==> src/rtl/load_store_unit.sv <==
// MEM-stage load/store sequencer in front of a word-wide DataMemory.
// Sizes accesses, formats loads, and does read-modify-write for sub-word stores.
module load_store_unit #(
  parameter int unsigned RD_LAT = 4,
  parameter int unsigned WR_LAT = 4
) (
  input  logic        clk,
  input  logic        rst,
  input  logic        req_valid,
  output logic        req_ready,
  input  logic        req_we,
  input  logic [2:0]  req_funct3,
  input  logic [31:0] req_addr,
  input  logic [31:0] req_wdata,
  output logic        resp_valid,
  output logic [31:0] resp_rdata,
  output logic        resp_misaligned,
  output logic        mem_read,
  output logic        mem_write,
  output logic [31:0] mem_addr,
  output logic [31:0] mem_wdata,
  input  logic [31:0] mem_rdata
);

  localparam int unsigned CNT_W = 8;

  typedef enum logic [2:0] {
    S_IDLE,
    S_ERR,
    S_RD,
    S_MERGE,
    S_WR,
    S_DONE
  } state_t;

  state_t             r_state;
  logic               r_ready;
  logic               r_we;
  logic [2:0]         r_f3;
  logic [1:0]         r_lo;
  logic [15:0]        r_wd;
  logic [CNT_W-1:0]   r_cnt;
  logic               r_resp_valid;
  logic [31:0]        r_resp_rdata;
  logic               r_resp_mis;
  logic               r_mem_read;
  logic               r_mem_write;
  logic [31:0]        r_mem_addr;
  logic [31:0]        r_mem_wdata;

  logic               w_illegal;
  logic [7:0]         w_byte;
  logic [15:0]        w_half;
  logic [31:0]        w_load;
  logic [31:0]        w_merged;

  // Gated with rst so the pipeline never sees ready while reset is asserted.
  assign req_ready       = r_ready & ~rst;
  assign resp_valid      = r_resp_valid;
  assign resp_rdata      = r_resp_rdata;
  assign resp_misaligned = r_resp_mis;
  assign mem_read        = r_mem_read;
  assign mem_write       = r_mem_write;
  assign mem_addr        = r_mem_addr;
  assign mem_wdata       = r_mem_wdata;

  // Misaligned, illegal size code, or unsigned store variant.
  always_comb begin
    w_illegal = 1'b0;
    case (req_funct3)
      3'b000:  w_illegal = 1'b0;
      3'b001:  w_illegal = req_addr[0];
      3'b010:  w_illegal = |req_addr[1:0];
      3'b100:  w_illegal = req_we;
      3'b101:  w_illegal = req_we | req_addr[0];
      default: w_illegal = 1'b1;
    endcase
  end

  // Little-endian lane select plus sign/zero extension of the read word.
  always_comb begin
    w_byte = 8'(mem_rdata >> {r_lo, 3'b000});
    w_half = r_lo[1] ? mem_rdata[31:16] : mem_rdata[15:0];
    case (r_f3)
      3'b000:  w_load = {{24{w_byte[7]}}, w_byte};
      3'b001:  w_load = {{16{w_half[15]}}, w_half};
      3'b100:  w_load = {24'h000000, w_byte};
      3'b101:  w_load = {16'h0000, w_half};
      default: w_load = mem_rdata;
    endcase
  end

  // Replace the addressed lane of the read word with the store data.
  always_comb begin
    w_merged = mem_rdata;
    if (r_f3[0]) begin
      w_merged[{r_lo[1], 4'b0000} +: 16] = r_wd;
    end else begin
      w_merged[{r_lo, 3'b000} +: 8] = r_wd[7:0];
    end
  end

  always_ff @(posedge clk) begin
    if (rst) begin
      r_state      <= S_IDLE;
      r_ready      <= 1'b0;
      r_we         <= 1'b0;
      r_f3         <= 3'b000;
      r_lo         <= 2'b00;
      r_wd         <= 16'h0000;
      r_cnt        <= '0;
      r_resp_valid <= 1'b0;
      r_resp_rdata <= 32'h0;
      r_resp_mis   <= 1'b0;
      r_mem_read   <= 1'b0;
      r_mem_write  <= 1'b0;
      r_mem_addr   <= 32'h0;
      r_mem_wdata  <= 32'h0;
    end else begin
      case (r_state)
        S_IDLE: begin
          r_ready <= 1'b1;
          if (r_ready && req_valid) begin
            r_ready <= 1'b0;
            r_we    <= req_we;
            r_f3    <= req_funct3;
            r_lo    <= req_addr[1:0];
            r_wd    <= req_wdata[15:0];
            r_cnt   <= '0;
            if (w_illegal) begin
              r_state      <= S_ERR;
              r_resp_valid <= 1'b1;
              r_resp_mis   <= 1'b1;
            end else begin
              r_mem_addr <= {req_addr[31:2], 2'b00};
              if (req_we && req_funct3 == 3'b010) begin
                r_state     <= S_WR;
                r_mem_write <= 1'b1;
                r_mem_wdata <= req_wdata;
              end else begin
                r_state    <= S_RD;
                r_mem_read <= 1'b1;
              end
            end
          end
        end
        S_ERR: begin
          r_resp_valid <= 1'b0;
          r_resp_mis   <= 1'b0;
          r_ready      <= 1'b1;
          r_state      <= S_IDLE;
        end
        S_RD: begin
          if (r_cnt == CNT_W'(RD_LAT - 1)) begin
            r_mem_read <= 1'b0;
            if (r_we) begin
              r_mem_wdata <= w_merged;
              r_state     <= S_MERGE;
            end else begin
              r_resp_valid <= 1'b1;
              r_resp_rdata <= w_load;
              r_state      <= S_DONE;
            end
          end else begin
            r_cnt <= r_cnt + CNT_W'(1);
          end
        end
        S_MERGE: begin
          r_mem_write <= 1'b1;
          r_cnt       <= '0;
          r_state     <= S_WR;
        end
        S_WR: begin
          if (r_cnt == CNT_W'(WR_LAT - 1)) begin
            r_mem_write  <= 1'b0;
            r_resp_valid <= 1'b1;
            r_state      <= S_DONE;
          end else begin
            r_cnt <= r_cnt + CNT_W'(1);
          end
        end
        S_DONE: begin
          r_resp_valid <= 1'b0;
          r_resp_rdata <= 32'h0;
          r_mem_addr   <= 32'h0;
          r_mem_wdata  <= 32'h0;
          r_ready      <= 1'b1;
          r_state      <= S_IDLE;
        end
        default: begin
          r_ready <= 1'b0;
          r_state <= S_IDLE;
        end
      endcase
    end
  end

endmodule

==> config.mk <==
export PLATFORM = sky130hd
export DESIGN_NAME = load_store_unit
export DESIGN_NICKNAME = d
export VERILOG_FILES = /design/src/rtl/load_store_unit.sv
export SDC_FILE = /design/constraint.sdc
export NUM_CORES = 1
export LEC_CHECK = 0
export BUFFER_PORTS_ARGS = -buffer_cell sky130_fd_sc_hd__buf_2
export CORE_UTILIZATION = 40
export CTS_CLUSTER_SIZE = 24
export DETAILED_ROUTE_END_ITERATION = 7
export GPL_ROUTABILITY_DRIVEN = 0
export HOLD_SLACK_MARGIN = 0.1
export PLACE_DENSITY = 0.62
export SYNTH_ARGS = -nofsm -noshare
export SYNTH_HDL_FRONTEND = slang
export SYNTH_SLANG_ARGS = --single-unit
export TNS_END_PERCENT = 1
==> constraint.sdc <==
create_clock -name clk -period 3.1 [get_ports clk]
set_input_delay 0.31 -clock clk [delete_from_list [all_inputs] [get_ports clk]]
set_output_delay 0.31 -clock clk [all_outputs]
set_load 0.005 [all_outputs]
; ---- Word level (Yosys, flattened, before mapping)
; Cells that the tools add are included.
[totals]
output_inout_bits = 101
inputBits = 103
elab_cells = 121
reg_bits = 134
[classes]
shifts = 5
add_sub_neg = 3
n_eq_ne = 23
reduce_logical = 27
n_mux = 46
bitwise = 3
[ops]
columns = op, n
row1 = 2-to-1 mux 32 bit, 10
row2 = case mux 32 bit (2 select lines), 2
row3 = case mux 32 bit (4 select lines), 1
row4 = case mux 32 bit (3 select lines), 1
row5 = bitwise mux 32 bit, 2
row6 = "variable shift 16 x 7 -> 32 bit, first input constant", 1
row7 = "variable shift 8 x 7 -> 32 bit, first input constant", 1
row8 = indexed part select 16 x 7 -> 32 bit, 1
row9 = indexed part select 8 x 7 -> 32 bit, 1
row10 = >> shifter 32 x 5 -> 8 bit, 1
row11 = case mux 8 bit (3 select lines), 1
row12 = "!= test 2 bit, second input constant", 10
row13 = "== test 3 bit, second input constant", 6
row14 = 2-to-1 mux 3 bit, 6
row15 = 2-to-1 mux 16 bit, 1
row16 = 2-to-1 mux 8 bit, 2
row17 = AND reduction 3 bit, 5
row18 = negation 5 -> 7 bit, 2
row19 = 2-to-1 mux 1 bit, 13
row20 = case mux 3 bit (4 select lines), 1
row21 = AND reduction 6 bit, 2
row22 = AND reduction 5 bit, 2
row23 = "== test 3 x 1 -> 1 bit, second input constant", 3
row24 = "== test 3 x 2 -> 1 bit, second input constant", 3
row25 = other kinds (17), 29

; ---- Longest topological paths before layout
[logic_depth]
depth_word = 7
mapped_depth = 8
ltp_nobuf = 7

; ---- Worst setup path before layout
; Ideal clock, no wire load.
[synth_path]
path_kind = register to register
startpoint = reg r_lo[1]
endpoint = reg r_mem_wdata[16], in the netlist mem_wdata[16]
path_stages_with_launch = 9
setup_slack_ps = 1087
t_arrival_ps = 1939
cell_sequence = dfxtp_1 > inv_1 > ha_1 > nor4bb_1 > clkbuf_1 > a221oi_1 > a211oi_1 > a211oi_2 > nor3_2
[synth_via]
elab_chain_len = 7
[synth_rtl]
columns = element, line
row1 = start: declaration, 40  ; logic [1:0] r_lo;
row2 = start signal: assignment, 127  ; r_lo <= req_addr[1:0];
row3 = negation 5 -> 7 bit (on tied branches), "97, 99"
row4 = "indexed part select 16 x 7 -> 32 bit, or another cell as far along", 97  ; w_merged[{r_lo[1], 4'b0000} +: 16] = r_wd;
row5 = bitwise mux 32 bit (on tied branches), "97, 99"
row6 = 2-to-1 mux 32 bit *, 96  ; if (r_f3[0]) begin
row7 = 2-to-1 mux 32 bit *, 156  ; if (r_we) begin
row8 = 2-to-1 mux 32 bit *, 154  ; if (r_cnt == CNT_W'(RD_LAT - 1)) begin
row9 = case mux 32 bit (3 select lines) *, 120  ; case (r_state)
row10 = end signal: assignment, 139  ; r_mem_wdata <= req_wdata;
row11 = end signal: assignment, 157  ; r_mem_wdata <= w_merged;
row12 = end: declaration, 49  ; logic [31:0] r_mem_wdata;
; Every way passes the cells marked *; elsewhere a longest branch is shown, timed or not. The select of a mux whose other input is x is not followed.
; A chain may end at the register's enable or synchronous reset.

; ---- Worst setup path in the final report
[layout_path]
startpoint = reg r_state[0]
endpoint = reg r_mem_wdata[23], in the netlist mem_wdata[23]
[layout_via]
elab_chain_len = 3
[layout_rtl]
columns = element, line
row1 = start: declaration, 36  ; state_t r_state;
row2 = start signal: assignment, 105  ; r_state <= S_IDLE;
row3 = start signal: assignment, 131  ; r_state <= S_ERR;
row4 = start signal: assignment, 137  ; r_state <= S_WR;
row5 = "== test 3 x 2 -> 1 bit, or another cell as far along", 120
row6 = != test 2 bit (no source line) / nonzero test 3 bit (equally long branches), --
row7 = AND reduction 6 bit (no source line), --
; Parallel ways exist; a longest one is shown, timed or not.

==> results.py <==
metrics = {
    "timing": {
        "drv_slew": 0,
        "period_share_pct": 74.5,
        "hold_violations": 0,
        "setup_violations": 0,
        "fin_skew_ps": 5.60,
        "period_minus_slack_ps": 2310,
        "tns_ps": 0,
        "max_freq_mhz": 433,
        "tightestPinTransition_ps": 1020,
        "rsz0062_at_grt": "false",
        "timing.slew.headroom_pct": 31.6,
    },
    "routing": {
        "antenna_left": 0,
        "dr_total_vias": 6744,
        "avgRoutedWirePerCell_um": 18.4,
        "drc_errors": 0,
        "drtIter0Drc": 589,
        "dr.pass1.iters": 5,
        "via_per_inst": 5.70,
        "drt_wl_total_um": 21800,
    },
    "pwr": {
        "ir_drop_mv": 0.362,
        "pwr-share-seq_pct": 39.4,
        "p_leak_nw": 3.84,
        "swShare_pct": 28.8,
        "p_clk_share_pct": 42.3,
        "p_comb_share_pct": 18.3,
        "intPower_mw": 3.41,
        "p_switching_mw": 1.38,
        "p_per_area_nw_per_um2": 523,
    },
    "logic_synthesis": {
        "yosys_warnings": 0,
        "synth.most_common_cell": "dfxtp_1",
        "syn_avg_cell_area_um2": 9.63,
        "synth_compound_area_share_pct": 30.7,
        "synth_top_family_by_area": "compound AO/OA/AOI/OAI gates",
        "synth-simple-area-share_pct": 19.0,
        "synthTopCellsByCount": "dfxtp_1, nand2_1, a21oi_1, a211oi_1",
        "syn_inst": 741,
        "synth_mux_area_share_pct": 6.16,
        "synth-xor-area-share_pct": 0.123,
        "synth.area.top_cells": "dfxtp_1, a211oi_2, mux2i_1",
        "synth_top_area_share_pct": 37.0,
        "ys_seq_elements": 132,
        "synth_top_area_cell": "dfxtp_1",
        "synth_edf_count": 0,
        "synth-async-reset-ratio_pct": 0,
        "synth-main-ff-cell": "dfxtp_1",
        "syn_area_um2": 7130,
        "yosys.area_share.adder_pct": 1.05,
        "seq_area_frac_synth_pct": 37.0,
        "synth_cell_types": 61,
    },
    "placement": {
        "place_hpwl_um": 15200,
        "numPortBuffers": 201,
        "placed_cells": 1123,
    },
    "clock_tree": {
        "cts_buffer_depth": 2,
        "htreeDepth": 4,
        "cts_made_buffers": 17,
        "cts_tree": "yes",
        "root_buffer": "clkbuf_16",
        "worst_skew_pair.late_latency_ps": 420,
        "cts.clk_slew.worst_paths_ps": 60,
        "postCtsResizedCells": 0,
        "cts_sinks": 132,
    },
    "cells_and_area": {
        "syn_to_final_growth_pct": 28.3,
        "layout-drive-gt1-share_pct": 37.5,
        "fin_nets": 1055,
        "layout.cells.non_filler": 1184,
        "diodes": 0,
    },
    "floorplanning": {
        "std_cell_rows": 48,
        "die_w_um": 136,
        "num_io_pins": 204,
        "coreArea_um2": 17400,
        "die-height_um": 136,
        "dieArea_um2": 18400,
        "initial_utilization_pct": 41.1,
    },
    "critical_path": {
        "cp_data_required_time_ps": 3380,
        "regToRegStartpoint": "r_state[0]",
        "worstSetupPathType": "reg2reg",
        "worst_ep_arrival_time_ps": 2590,
        "crit_path_start_kind": "flop",
        "reg2reg_to": "mem_wdata[23]",
        "cp-end-kind": "flop",
        "r2r_setup_slack_ps": 790,
        "rr_worst_depth": 6,
        "cp_max_fo": 27,
    },
    "global_routing": {
        "grt_pass1_vias": 6134,
        "grt_max_degree": 47,
        "antenna_found_initial": 0,
        "overflow": 0,
        "grt_usage_pct": 23.5,
        "grt_first_pass_wirelength_um": 33700,
    },
    "min_path": {
        "min_path_cells": 2,
        "whs_endpoint": "mem_addr[10]",
        "min_from": "req_addr[10]",
        "hold_path_class": "in2reg",
    },
    "outcome": {
        "run_status": "completed",
    },
    "job": {
        "maxCapViolations": 0,
    },
}
==> flip-flops by register name, summed over array words and instances, names as in the netlist <==
name and cells:
mem_read 1, r_wd 16, mem_write 1, r_lo 2, resp_valid 1, mem_addr 30
mem_wdata 32, r_f3 3, r_ready 1, r_cnt 8, resp_misaligned 1, r_state 3
r_we 1, resp_rdata 32
==> timing repair <==
item,CTS,global route
endpoints found under the hold margin,29,0
buffers inserted,0,0
endpoints found under the setup margin,0,0
hold buffers,29,0
==> critical path: stages (launching register included) <==
cell,delay [ps]
dfxtp_1,740
nor2_1,150
and4_1,250
o21ai_4,510
buf_12,270
nor2b_1,190
nor3_2,50
==> placed cells by master (no fill, tap or decap), types with 8 or more instances in the layout <==
cell type      count
a211oi_1          37
a211oi_2          30
a21oi_1           55
a221oi_1          34
a22o_1            36
buf_2            201
buf_4             23
clkbuf_16         17
dfxtp_1          130
dlygate4sd3_1     29
inv_1             15
mux2i_1           36
nand2_1           63
nor2_1            23
nor2b_1           11
nor2b_4           25
nor3_1             8
nor3_2            30
o21ai_0           19
o22ai_1           13
o2bb2ai_1         26
==> metal layers <==
layer | vias to the layer above | global-route usage [%] | wire length, um
li1 | 3232 | - | -
met1 | 3211 | 31.0 | 9670
met2 | 269 | 38.1 | 10300
met3 | 32 | 5.39 | 1380
met4 | 0 | 6.87 | 466
met5 | - | 0 | 0
==> area by class of cell <==
class	count	area, um2
fillers	1595	8200
multi-input cells	526	4090
flip-flops and latches	132	2650
repair buffers	254	1490
clock buffers	18	439
well taps	225	282
clock inverters	14	153
inverters	15	56.3
==> cell families after synthesis <==
logic type | Yosys count
buf+inv | 84
xor+xnor | 1
simple gates | 196
other cells | 1
mux | 42
flops | 132
compound gates | 279
fa+ha+maj | 6
==> power groups by stage <==
stage          Clock [mW]  Combinational [mW]  Sequential, mW
2_1_floorplan           0               0.579            1.90
3_3_place_gp            0               0.835            1.93
3_5_place_dp            0               0.844            1.92
4_1_cts              2.06               0.875            1.89
5_1_grt              2.14               0.957            1.90
6_report             2.02               0.877            1.89
==> worst max path at each step <==
stage | from | end | slack [ps] | cells past startpoint
2_1_floorplan | r_lo[1] | mem_wdata[16] | 1090 | 8
3_3_place_gp | r_state[0] | mem_wdata[23] | 840 | 6
3_5_place_dp | r_cnt[0] | resp_rdata[27] | 820 | 6
4_1_cts | r_state[0] | mem_wdata[19] | 800 | 6
5_1_grt | r_cnt[0] | resp_rdata[23] | 570 | 6
6_report | r_state[0] | mem_wdata[23] | 790 | 6
==> per-stage QoR <==
stage          power (mW)  hold slack, ps  cell area, um2  worst slack, ps  utilization, %
6_report             4.79             127            9160              789            52.7
5_1_grt              4.99             132            9160              571            52.7
4_1_cts              4.82             114            9160              804            52.7
3_5_place_dp         2.77             447            8270              816            47.7
3_3_place_gp         2.76             444            8270              845            47.7
2_1_floorplan        2.48             436            7140             1090               -
Power figures use the tool's default switching activity.
